`src/rtl/multi_chan_io_block_if.sv`:
```
// Programming bus between a host and multi_chan_io_block: select/strobe/address
// and write data toward the block, registered read data and ack back.
interface multi_chan_io_block_if;
  logic        io_sel;
  logic        io_sync;
  logic [19:0] io_addr;
  logic        io_rd_en;
  logic        io_wr_en;
  logic [31:0] io_wr_data;
  logic [31:0] io_rd_data;
  logic        io_rd_ack;

  modport master (
    output io_sel, io_sync, io_addr, io_rd_en, io_wr_en, io_wr_data,
    input  io_rd_data, io_rd_ack
  );

  modport slave (
    input  io_sel, io_sync, io_addr, io_rd_en, io_wr_en, io_wr_data,
    output io_rd_data, io_rd_ack
  );
endinterface

```
`src/rtl/multi_chan_io_block.sv`:
```
// Per-channel Aurora status/control register block: synchronized status, sticky
// event bits, saturating error counters, loopback and scratch registers.
module multi_chan_io_block #(
  parameter int NCHAN = 4,
  parameter int CNT_W = 16
) (
  input  logic                   io_clk,
  input  logic                   io_reset,
  multi_chan_io_block_if.slave   bus,
  output logic [3*NCHAN-1:0]     loopback_set,
  input  logic [NCHAN-1:0]       frame_err,
  input  logic [NCHAN-1:0]       hard_err,
  input  logic [NCHAN-1:0]       soft_err,
  input  logic [NCHAN-1:0]       channel_up,
  input  logic [NCHAN-1:0]       lane_up,
  input  logic [NCHAN-1:0]       pll_not_locked,
  input  logic [NCHAN-1:0]       tx_resetdone_out,
  input  logic [NCHAN-1:0]       rx_resetdone_out,
  input  logic [NCHAN-1:0]       link_reset_out
);
  localparam int NSTAT   = 9;
  localparam int S_CHUP  = 0;
  localparam int S_FRAME = 2;
  localparam int S_HARD  = 3;
  localparam int S_SOFT  = 4;
  localparam int S_PLL   = 5;

  typedef logic [NSTAT-1:0][NCHAN-1:0] stat_t;

  stat_t             stat_raw;
  stat_t             meta_q, meta_d, sync_q, sync_d, prev_q, prev_d;
  logic [2:0]        arm_q, arm_d;
  logic [NCHAN-1:0]  rise_frame, rise_hard, rise_soft, rise_pll, fall_chup;
  logic [3:0]        ev [NCHAN];

  logic [2:0]        loop_q   [NCHAN], loop_d   [NCHAN];
  logic [31:0]       test_q   [NCHAN], test_d   [NCHAN];
  logic [4:0]        sticky_q [NCHAN], sticky_d [NCHAN];
  logic [CNT_W-1:0]  cnt_q    [NCHAN][4], cnt_d [NCHAN][4];
  logic [31:0]       rd_data_q, rd_data_d;
  logic              rd_ack_q, rd_ack_d;

  logic [3:0]        a_ch, a_off;
  logic              a_ok, wr_fire, rd_fire;
  logic [NCHAN-1:0]  wsel;
  logic [31:0]       rd_word;

  function automatic logic [CNT_W-1:0] sat_inc(input logic [CNT_W-1:0] v);
    return (&v) ? v : v + CNT_W'(1);
  endfunction

  // Bit order matches the live-status register layout, LSB first.
  assign stat_raw = {link_reset_out, rx_resetdone_out, tx_resetdone_out, pll_not_locked,
                     soft_err, hard_err, frame_err, lane_up, channel_up};

  assign a_ch    = bus.io_addr[7:4];
  assign a_off   = bus.io_addr[3:0];
  assign a_ok    = (bus.io_addr[19:8] == 12'd0) && (int'(a_ch) < NCHAN);
  assign wr_fire = bus.io_sync & bus.io_sel & bus.io_wr_en;
  assign rd_fire = bus.io_sync & bus.io_sel & bus.io_rd_en;

  // arm_q fills one bit per cycle after reset; edges count only once both the
  // current and previous synchronized samples are real input samples.
  always_comb begin
    meta_d = stat_raw;
    sync_d = meta_q;
    prev_d = sync_q;
    arm_d  = {arm_q[1:0], 1'b1};
  end

  always_comb begin
    rise_frame = '0;
    rise_hard  = '0;
    rise_soft  = '0;
    rise_pll   = '0;
    fall_chup  = '0;
    if (arm_q[2]) begin
      rise_frame = sync_q[S_FRAME] & ~prev_q[S_FRAME];
      rise_hard  = sync_q[S_HARD]  & ~prev_q[S_HARD];
      rise_soft  = sync_q[S_SOFT]  & ~prev_q[S_SOFT];
      rise_pll   = sync_q[S_PLL]   & ~prev_q[S_PLL];
      fall_chup  = prev_q[S_CHUP]  & ~sync_q[S_CHUP];
    end
    for (int c = 0; c < NCHAN; c++)
      ev[c] = {fall_chup[c], rise_soft[c], rise_hard[c], rise_frame[c]};
  end

  always_comb begin
    wsel     = '0;
    loop_d   = loop_q;
    test_d   = test_q;
    sticky_d = sticky_q;
    cnt_d    = cnt_q;
    for (int c = 0; c < NCHAN; c++) begin
      wsel[c] = wr_fire && a_ok && (a_ch == 4'(c));
      if (wsel[c] && a_off == 4'd1) loop_d[c] = bus.io_wr_data[2:0];
      if (wsel[c] && a_off == 4'd2) test_d[c] = bus.io_wr_data;
      if (wsel[c] && a_off == 4'd3) sticky_d[c] = sticky_q[c] & ~bus.io_wr_data[4:0];
      // Set after the W1C mask so a coincident event wins.
      sticky_d[c] = sticky_d[c] | {rise_pll[c], ev[c]};
      for (int k = 0; k < 4; k++) begin
        if (wsel[c] && a_off == 4'd8) cnt_d[c][k] = '0;
        else if (ev[c][k])            cnt_d[c][k] = sat_inc(cnt_q[c][k]);
      end
    end
  end

  always_comb begin
    rd_word = '0;
    for (int c = 0; c < NCHAN; c++) begin
      if (a_ok && a_ch == 4'(c)) begin
        case (a_off)
          4'd0: begin
            for (int s = 0; s < NSTAT; s++) rd_word[s] = sync_q[s][c];
          end
          4'd1:    rd_word = {29'd0, loop_q[c]};
          4'd2:    rd_word = test_q[c];
          4'd3:    rd_word = {27'd0, sticky_q[c]};
          4'd4:    rd_word = 32'(cnt_q[c][0]);
          4'd5:    rd_word = 32'(cnt_q[c][1]);
          4'd6:    rd_word = 32'(cnt_q[c][2]);
          4'd7:    rd_word = 32'(cnt_q[c][3]);
          default: rd_word = '0;
        endcase
      end
    end
    rd_data_d = rd_fire ? rd_word : rd_data_q;
    rd_ack_d  = rd_fire;
  end

  always_comb begin
    loopback_set = '0;
    for (int c = 0; c < NCHAN; c++) loopback_set[3*c +: 3] = loop_q[c];
  end

  always_ff @(posedge io_clk) begin
    if (io_reset) begin
      meta_q    <= '0;
      sync_q    <= '0;
      prev_q    <= '0;
      arm_q     <= '0;
      rd_data_q <= '0;
      rd_ack_q  <= 1'b0;
      for (int c = 0; c < NCHAN; c++) begin
        loop_q[c]   <= '0;
        test_q[c]   <= '0;
        sticky_q[c] <= '0;
        for (int k = 0; k < 4; k++) cnt_q[c][k] <= '0;
      end
    end else begin
      meta_q    <= meta_d;
      sync_q    <= sync_d;
      prev_q    <= prev_d;
      arm_q     <= arm_d;
      rd_data_q <= rd_data_d;
      rd_ack_q  <= rd_ack_d;
      loop_q    <= loop_d;
      test_q    <= test_d;
      sticky_q  <= sticky_d;
      cnt_q     <= cnt_d;
    end
  end

  // A reset arriving while the ack is up kills that ack immediately.
  assign bus.io_rd_ack  = rd_ack_q & ~io_reset;
  assign bus.io_rd_data = rd_data_q;
endmodule
```
`src/flat_wrapper.sv`:
```
// flat-port wrapper written by rule: the top's interface ports become plain ports
module multi_chan_io_block_flat 
#(
  parameter int NCHAN = 4,
  parameter int CNT_W = 16
)
  (io_clk, io_reset, loopback_set, frame_err, hard_err, soft_err, channel_up, lane_up, pll_not_locked, tx_resetdone_out, rx_resetdone_out, link_reset_out, bus_io_sel, bus_io_sync, bus_io_addr, bus_io_rd_en, bus_io_wr_en, bus_io_wr_data, bus_io_rd_data, bus_io_rd_ack);
  multi_chan_io_block_if bus_i ();
  input  logic io_clk;
  input  logic io_reset;
  output logic [3*NCHAN-1:0] loopback_set;
  input  logic [NCHAN-1:0] frame_err;
  input  logic [NCHAN-1:0] hard_err;
  input  logic [NCHAN-1:0] soft_err;
  input  logic [NCHAN-1:0] channel_up;
  input  logic [NCHAN-1:0] lane_up;
  input  logic [NCHAN-1:0] pll_not_locked;
  input  logic [NCHAN-1:0] tx_resetdone_out;
  input  logic [NCHAN-1:0] rx_resetdone_out;
  input  logic [NCHAN-1:0] link_reset_out;
  input wire logic [$bits(bus_i.io_sel)-1:0] bus_io_sel;
  input wire logic [$bits(bus_i.io_sync)-1:0] bus_io_sync;
  input wire logic [$bits(bus_i.io_addr)-1:0] bus_io_addr;
  input wire logic [$bits(bus_i.io_rd_en)-1:0] bus_io_rd_en;
  input wire logic [$bits(bus_i.io_wr_en)-1:0] bus_io_wr_en;
  input wire logic [$bits(bus_i.io_wr_data)-1:0] bus_io_wr_data;
  output wire logic [$bits(bus_i.io_rd_data)-1:0] bus_io_rd_data;
  output wire logic [$bits(bus_i.io_rd_ack)-1:0] bus_io_rd_ack;
  assign bus_i.io_sel = bus_io_sel;
  assign bus_i.io_sync = bus_io_sync;
  assign bus_i.io_addr = bus_io_addr;
  assign bus_i.io_rd_en = bus_io_rd_en;
  assign bus_i.io_wr_en = bus_io_wr_en;
  assign bus_i.io_wr_data = bus_io_wr_data;
  assign bus_io_rd_data = bus_i.io_rd_data;
  assign bus_io_rd_ack = bus_i.io_rd_ack;
  multi_chan_io_block #(.NCHAN(NCHAN), .CNT_W(CNT_W)) u_core (.io_clk(io_clk), .io_reset(io_reset), .bus(bus_i), .loopback_set(loopback_set), .frame_err(frame_err), .hard_err(hard_err), .soft_err(soft_err), .channel_up(channel_up), .lane_up(lane_up), .pll_not_locked(pll_not_locked), .tx_resetdone_out(tx_resetdone_out), .rx_resetdone_out(rx_resetdone_out), .link_reset_out(link_reset_out));
endmodule
```
`config.mk`:
```
export PLATFORM = sky130hd
export DESIGN_NAME = multi_chan_io_block_flat
export DESIGN_NICKNAME = d
export VERILOG_FILES = /design/src/rtl/multi_chan_io_block_if.sv /design/src/rtl/multi_chan_io_block.sv /design/src/flat_wrapper.sv
export SDC_FILE = /design/constraint.sdc
export NUM_CORES = 1
export LEC_CHECK = 0
export BUFFER_PORTS_ARGS = -buffer_cell sky130_fd_sc_hd__buf_2
export CAP_MARGIN = 20
export CELL_PAD_IN_SITES_DETAIL_PLACEMENT = 1
export CELL_PAD_IN_SITES_GLOBAL_PLACEMENT = 1
export CORE_ASPECT_RATIO = 0.6
export CORE_MARGIN = 1
export CORE_UTILIZATION = 42
export DETAILED_ROUTE_END_ITERATION = 6
export GPL_TIMING_DRIVEN = 0
export PLACE_DENSITY = 0.86
export SYNTH_ARGS = -nofsm -noshare
export SYNTH_HDL_FRONTEND = slang
export SYNTH_SLANG_ARGS = --single-unit
```
`constraint.sdc`:
```
create_clock -name io_clk -period 2.03 [get_ports io_clk]
set_input_delay 0 -clock io_clk [delete_from_list [all_inputs] [get_ports io_clk]]
set_output_delay 0 -clock io_clk [all_outputs]
set_load 0.03 [all_outputs]
```
==> reports/metrics.cfg, run 1 <==
[cells_and_area]
design_area_um2=30000
final_util=0.521
finalNetCount=3305
layout-drive-gt1-share=0.168
syn2layout_area_growth_pct=22.7

[clocking]
path_clk_slew_ns=0.07
cts_tree=yes
cts_buffers=54
clk_latency_ns=0.64
cts_root_buf=clkbuf_16
clk_path_buf_depth=3
clock_sinks=544
htreeDepth=2

[critical_path]
slowest_stage=clkbuf_1
end_kind=register
cp.arrival_ns=2.72
worstSetupStartpointType=primary input
r2r_cells=5
r2r-start=u_core.cnt_q[44]
reg2reg_to=u_core.bus.io_rd_data[12]
cp.required_ns=2.56
cp_max_fo=10
reg2reg_slack_ns=-0.04
crit_type=in -> reg
slowest_delay_ns=0.53
crit_chain=buf_2, or2_1, clkbuf_1, nor2_2, nand2_1, nor3_2, clkbuf_1, nand2_1, a21oi_1

[logic_synthesis]
yosys_warnings=0
syn_area_um2=24400
ys_seq_area_frac=0.445
synth_edf_count=0
syn-num-nets=2995
ys_ff_latch=544
syn_inst=2885
synth.lib_cells_used.distinct=72
synthArstFlopShare=0
synth_flop_cell=dfxtp_1
syn_area_per_cell_um2=8.47

[worst_hold_path]
hold_path_class=in -> reg
min_from=bus_io_addr[17]
min_path_cells=7
min_to=u_core.test_q[32]

[power_and_ir_drop]
p_per_area_nw_per_um2=774
p_seq_frac=0.467
power_frac_clock=0.474
power.internal_mw=17.3
p_sw_mw=5.88
sw_frac_of_total=0.253
p_leak_nw=10.6
pwr-share-comb=0.059
peakVddDrop_uv=588
fin_total_pwr_mw=23.2

[routing]
wl_per_cell_um=30.8
vias=25500
ant_nets=0
drc_errors=11
drtIter0Drc=3342
via_per_inst=6.36
drt_wl_total_um=124000
drtPass1Iterations=7

[sta]
period_share=1.08
hold_viol_final=0
finalCriticalPeriod_ns=2.19
clock-skew-final_ns=0.0407
slew_violations=0
setup_ws_ns=-0.156
rsz0062_at_grt=true
finalSetupViolations=18
slew-limit-headroom=0.278
worstMarginPinSlew_ns=1.08
fmax_mhz=457

[grt]
grt_overflow_total=0
grt_max_degree=15
grt_usage=0.402
grt_pass1_vias=25200
grt_first_pass_wirelength_um=174000
antenna_found_initial=9

[floorplanning]
num_io_pins=139
initial_core_util=0.425
dieArea_um2=59200
dieWidth_um=313
die_h_um=189
rows=68
core_um2=57500

[placed_design]
portBuffers=135
dp_slack_ns=-1.48
place_congestion=1.04
placed_area_um2=26100
hpwl_um=89200

[run_status]
outcome=finished with violations
violations=DRC, setup timing

[run]
maxCapViolCount=0

## layout make-up
type / instances / area (um^2)
Antenna cell: 3 / 7.51
Buffer: 149 / 749
Clock buffer: 77 / 1570
Clock inverter: 23 / 307
Fill cell: 6741 / 27500
Inverter: 27 / 101
Multi-Input combinational cell: 2158 / 13500
Sequential cell: 544 / 11000
Tap cell: 770 / 963
Timing Repair Buffer: 261 / 1830
## per-layer routing
layer,global-route usage,share of wire,up-vias
met4,0.118,0.031,8
met1,0.560,0.42,12900
li1,-,-,10800
met2,0.583,0.42,1535
met3,0.138,0.13,275
met5,0,0.00040,-
## power by group through the flow
| stage | logic [mW] | clock network (mW) | registers, mW |
|---|---|---|---|
| 5_1_grt | 1.39 | 11.4 | 10.8 |
| 6_report | 1.37 | 11.0 | 10.8 |
| 4_1_cts | 1.26 | 10.9 | 10.8 |
| 2_1_floorplan | 0.532 | 0 | 11.0 |
| 3_3_place_gp | 1.09 | 0 | 11.1 |
| 3_5_place_dp | 1.12 | 0 | 11.1 |
## logic make-up after synthesis
group / Yosys count / synth area share
AND/OR/NAND/NOR: 1254 / 0.247
AO/OA/AOI/OAI: 560 / 0.140
flip-flops: 544 / 0.445
XOR/XNOR: 214 / 0.0767
buffers and inverters: 183 / 0.0310
multiplexers: 114 / 0.0521
adder cells (fa/ha/maj): 16 / 0.00819
## flip-flops by register name, indices dropped and copies added (netlist names), 3 cells and up
| signal | cells |
|---|---|
| u_core.cnt_q | 256 |
| u_core.test_q | 128 |
| u_core.meta_q | 36 |
| u_core.prev_d | 36 |
| u_core.bus.io_rd_data | 32 |
| u_core.prev_q | 20 |
| u_core.sticky_q | 20 |
| u_core.loopback_set | 12 |
| u_core.arm_q | 3 |
## cell usage after synthesis, types with 7 or more instances
library cell / instances / area, um^2
xnor2_1: 82 / 718
or3_1: 22 / 138
xor2_1: 132 / 1160
a22o_1: 17 / 149
a211oi_1: 9 / 67.6
nor2b_1: 104 / 651
and4_1: 25 / 219
nor4_1: 20 / 125
nand2_1: 403 / 1510
mux2_2: 17 / 191
clkbuf_1: 97 / 364
ha_1: 16 / 200
nand3_1: 89 / 445
a21o_1: 15 / 113
o22ai_1: 37 / 231
nor3_1: 48 / 240
nand4_1: 87 / 544
o21ai_0: 108 / 541
a221oi_1: 11 / 96.3
nor2_1: 335 / 1260
a22oi_1: 54 / 405
nand3b_1: 22 / 165
mux2i_1: 88 / 881
and2_1: 8 / 50.1
dfxtp_1: 544 / 10900
buf_2: 56 / 280
a21oi_1: 233 / 1170
a222oi_1: 11 / 110
mux4_2: 9 / 203
and3b_1: 7 / 61.3
and3_1: 45 / 282
a31oi_1: 11 / 68.8
inv_1: 27 / 101
## metrics by stage
| step | setup TNS [ns] | cells | hold WS, ns |
|---|---|---|---|
| global placement | -473.16 | 3790 | 0.209 |
| CTS | -0.0857 | 3992 | 0.0237 |
| finish | -0.746 | 4012 | 0.0649 |
| floorplan | 0 | 2885 | 0.128 |
| global route | -1.30 | 4010 | 0.0558 |
| detailed placement | -328.37 | 3795 | 0.215 |
## what timing repair did
action / CTS / global route
hold buffers: 68 / 0
gates resized for setup: 143 / 110
endpoints found under the setup margin: 360 / 382
buffers inserted: 33 / 19
gates cloned: 0 / 1
pin swaps: 19 / 25
endpoints found under the hold margin: 176 / 0
## critical path: cells and delay by family
family | cells | cell delay, ns
buffers and inverters | 3 | 0.92
AO/OA/AOI/OAI | 1 | 0.27
AND/OR/NAND/NOR | 5 | 1.52
## how the worst max path moves through the flow
stage	from	to	cells after the start
2_1_floorplan	u_core.arm_q[2]	u_core.cnt_q[204]	7
3_3_place_gp	bus_io_addr[1]	u_core.bus.io_rd_data[10]	10
3_5_place_dp	bus_io_addr[1]	u_core.bus.io_rd_data[10]	10
4_1_cts	u_core.cnt_q[151]	u_core.cnt_q[147]	6
5_1_grt	bus_io_addr[3]	u_core.test_q[59]	9
6_report	bus_io_addr[3]	u_core.test_q[59]	9
## cell usage in the layout, fill, tap and decap left out, types with 84 or more instances in the layout
cell type,netlist,layout
nor2_1,335,319
nor2b_1,104,103
xor2_1,132,132
nand2_1,403,395
dfxtp_1,544,499
nand3_1,89,84
buf_2,56,175
clkbuf_1,97,86
a21oi_1,233,222
nand4_1,87,87
o21ai_0,108,107
Note: power is estimated with default switching activity, not from simulation.
==> run 2: changes to the inputs <==
--- a/config.mk
+++ b/config.mk
@@ -15,6 +15,7 @@
 export DETAILED_ROUTE_END_ITERATION = 6
 export GPL_TIMING_DRIVEN = 0
 export PLACE_DENSITY = 0.86
+export RECOVER_POWER = 25
 export SYNTH_ARGS = -nofsm -noshare
 export SYNTH_HDL_FRONTEND = slang
 export SYNTH_SLANG_ARGS = --single-unit
==> reports/metrics.cfg, run 2 (synthesized netlist as in run 1, its figures left out) <==
[critical_path]
crit_chain=buf_2, or2_1, clkbuf_1, nor2_2, nand2_1, nor3_2, clkbuf_1, nand2_1, a21oi_1
worstSetupStartpointType=primary input
cp_max_fo=10
startpoint=bus_io_addr[3]
end_kind=register
r2r-start=u_core.cnt_q[15]
cp.arrival_ns=2.69
crit_type=in -> reg
slowest_stage=clkbuf_1
cp.required_ns=2.57
slowest_delay_ns=0.53

[sta]
clock-skew-final_ns=0.0315
worstMarginPinSlew_ns=1.06
period_share=1.06
hold_viol_final=0
setup_ws_ns=-0.126
slew_violations=0
rsz0062_at_grt=true
fmax_mhz=464
finalCriticalPeriod_ns=2.16
slew-limit-headroom=0.294
finalSetupViolations=37

[floorplanning]
dieArea_um2=59200
core_um2=57500
initial_core_util=0.425
die_h_um=189
rows=68
num_io_pins=139
dieWidth_um=313

[power_and_ir_drop]
peakVddDrop_uv=584
p_per_area_nw_per_um2=776
p_leak_nw=10.5

[routing]
drtPass1Iterations=7
drtIter0Drc=3144
via_per_inst=6.37
vias=25600
drc_errors=0
wl_per_cell_um=30.8
drt_wl_total_um=123000
ant_nets=0

[clocking]
cts_tree=yes
cts_buffers=54
clk_path_buf_depth=3
clock_sinks=544
clk_latency_ns=0.64
path_clk_slew_ns=0.07
cts_root_buf=clkbuf_16
htreeDepth=2

[cells_and_area]
layout_commonest_cell=dfxtp_1
design_area_um2=29900
largestRegisters=u_core.cnt_q: 256 flops, u_core.test_q: 128 flops
largest_reg_flops=256
regMostFlops=u_core.cnt_q
layout-drive-gt1-share=0.154
final_cell_mix=500 x dfxtp_1, 395 x nand2_1, 319 x nor2_1
finalNetCount=3305
nFillCells=6746
final_cells=4013
syn2layout_area_growth_pct=22.4

[run_status]
outcome=finished with violations
violations=setup timing

[grt]
grt_usage=0.402
grt_max_degree=15
antenna_found_initial=8
grt_pass1_vias=25200
grt_first_pass_wirelength_um=174000
grt_overflow_total=0

[placed_design]
placedCellCount=3795
place_congestion=1.04
portBuffers=135
hpwl_um=89200
placed_area_um2=26100
dp_slack_ns=-1.48

[worst_hold_path]
min_from=bus_io_addr[10]
hold_path_class=in -> reg

[run]
maxCapViolCount=0

## run 2: stage by stage
| step | setup TNS, ns | power, mW | hold slack [ns] | utilization |
|---|---|---|---|---|
| finish | -1.16 | 23.2 | 0.0555 | 0.520 |
| global route | -1.31 | 23.6 | 0.0558 | 0.520 |
| CTS | -0.0857 | 23.0 | 0.0237 | 0.513 |
| detailed placement | -328.37 | 12.2 | 0.215 | 0.455 |
| global placement | -473.16 | 12.2 | 0.209 | 0.454 |
| floorplan | 0 | 11.6 | 0.128 | - |
## run 2: repair_timing
action                                  4_1_cts  5_1_grt
pin swaps                                    19       25
endpoints found under the setup margin      360      382
hold endpoints to repair                    176        0
cloned                                        0        1
resized for setup                           143      110
hold buffers                                 68        0
setup buffers                                33       19
## run 2: final timing paths
kind	slack [ns]	depth (start not counted)	endpoint
max	-0.13	9	u_core.test_q[59]
min	0.06	7	u_core.test_q[63]
max reg2reg	-0.09	5	u_core.bus.io_rd_data[15]
min reg2reg	0.44	1	u_core.arm_q[1]
## run 2: per-layer routing
metal / wire length (um) / vias to the layer above / global-route usage
li1: - / 10800 / -
met1: 52000 / 13000 / 0.560
met2: 51200 / 1494 / 0.583
met3: 16300 / 274 / 0.138
met4: 3930 / 8 / 0.118
met5: 57 / - / 0
## run 2: worst max-delay path, delay by kind of cell
kind            cells  cell delay, ns
compound gates      1            0.27
buf+inv             3            0.92
simple gates        5            1.49
## run 2: final cells by class
cell class,count,area (um^2),share of cell area
clock buffers,77,1570,0.0524
plain buffers,149,749,0.0250
well taps,770,963,0.0322
diodes,4,10.0,0.000334
repair buffers,261,1780,0.0595
flip-flops and latches,544,11000,0.366
clock inverters,23,307,0.0102
multi-input cells,2158,13500,0.451
inverters,27,101,0.00339
## run 2: power by group
| group | leakage [nW] | total (mW) | internal (mW) | switching (mW) |
|---|---|---|---|---|
| Clock | 0.918 | 11.0 | 6.18 | 4.83 |
| Combinational | 5.11 | 1.37 | 0.414 | 0.955 |
| Sequential | 4.42 | 10.9 | 10.8 | 0.0969 |
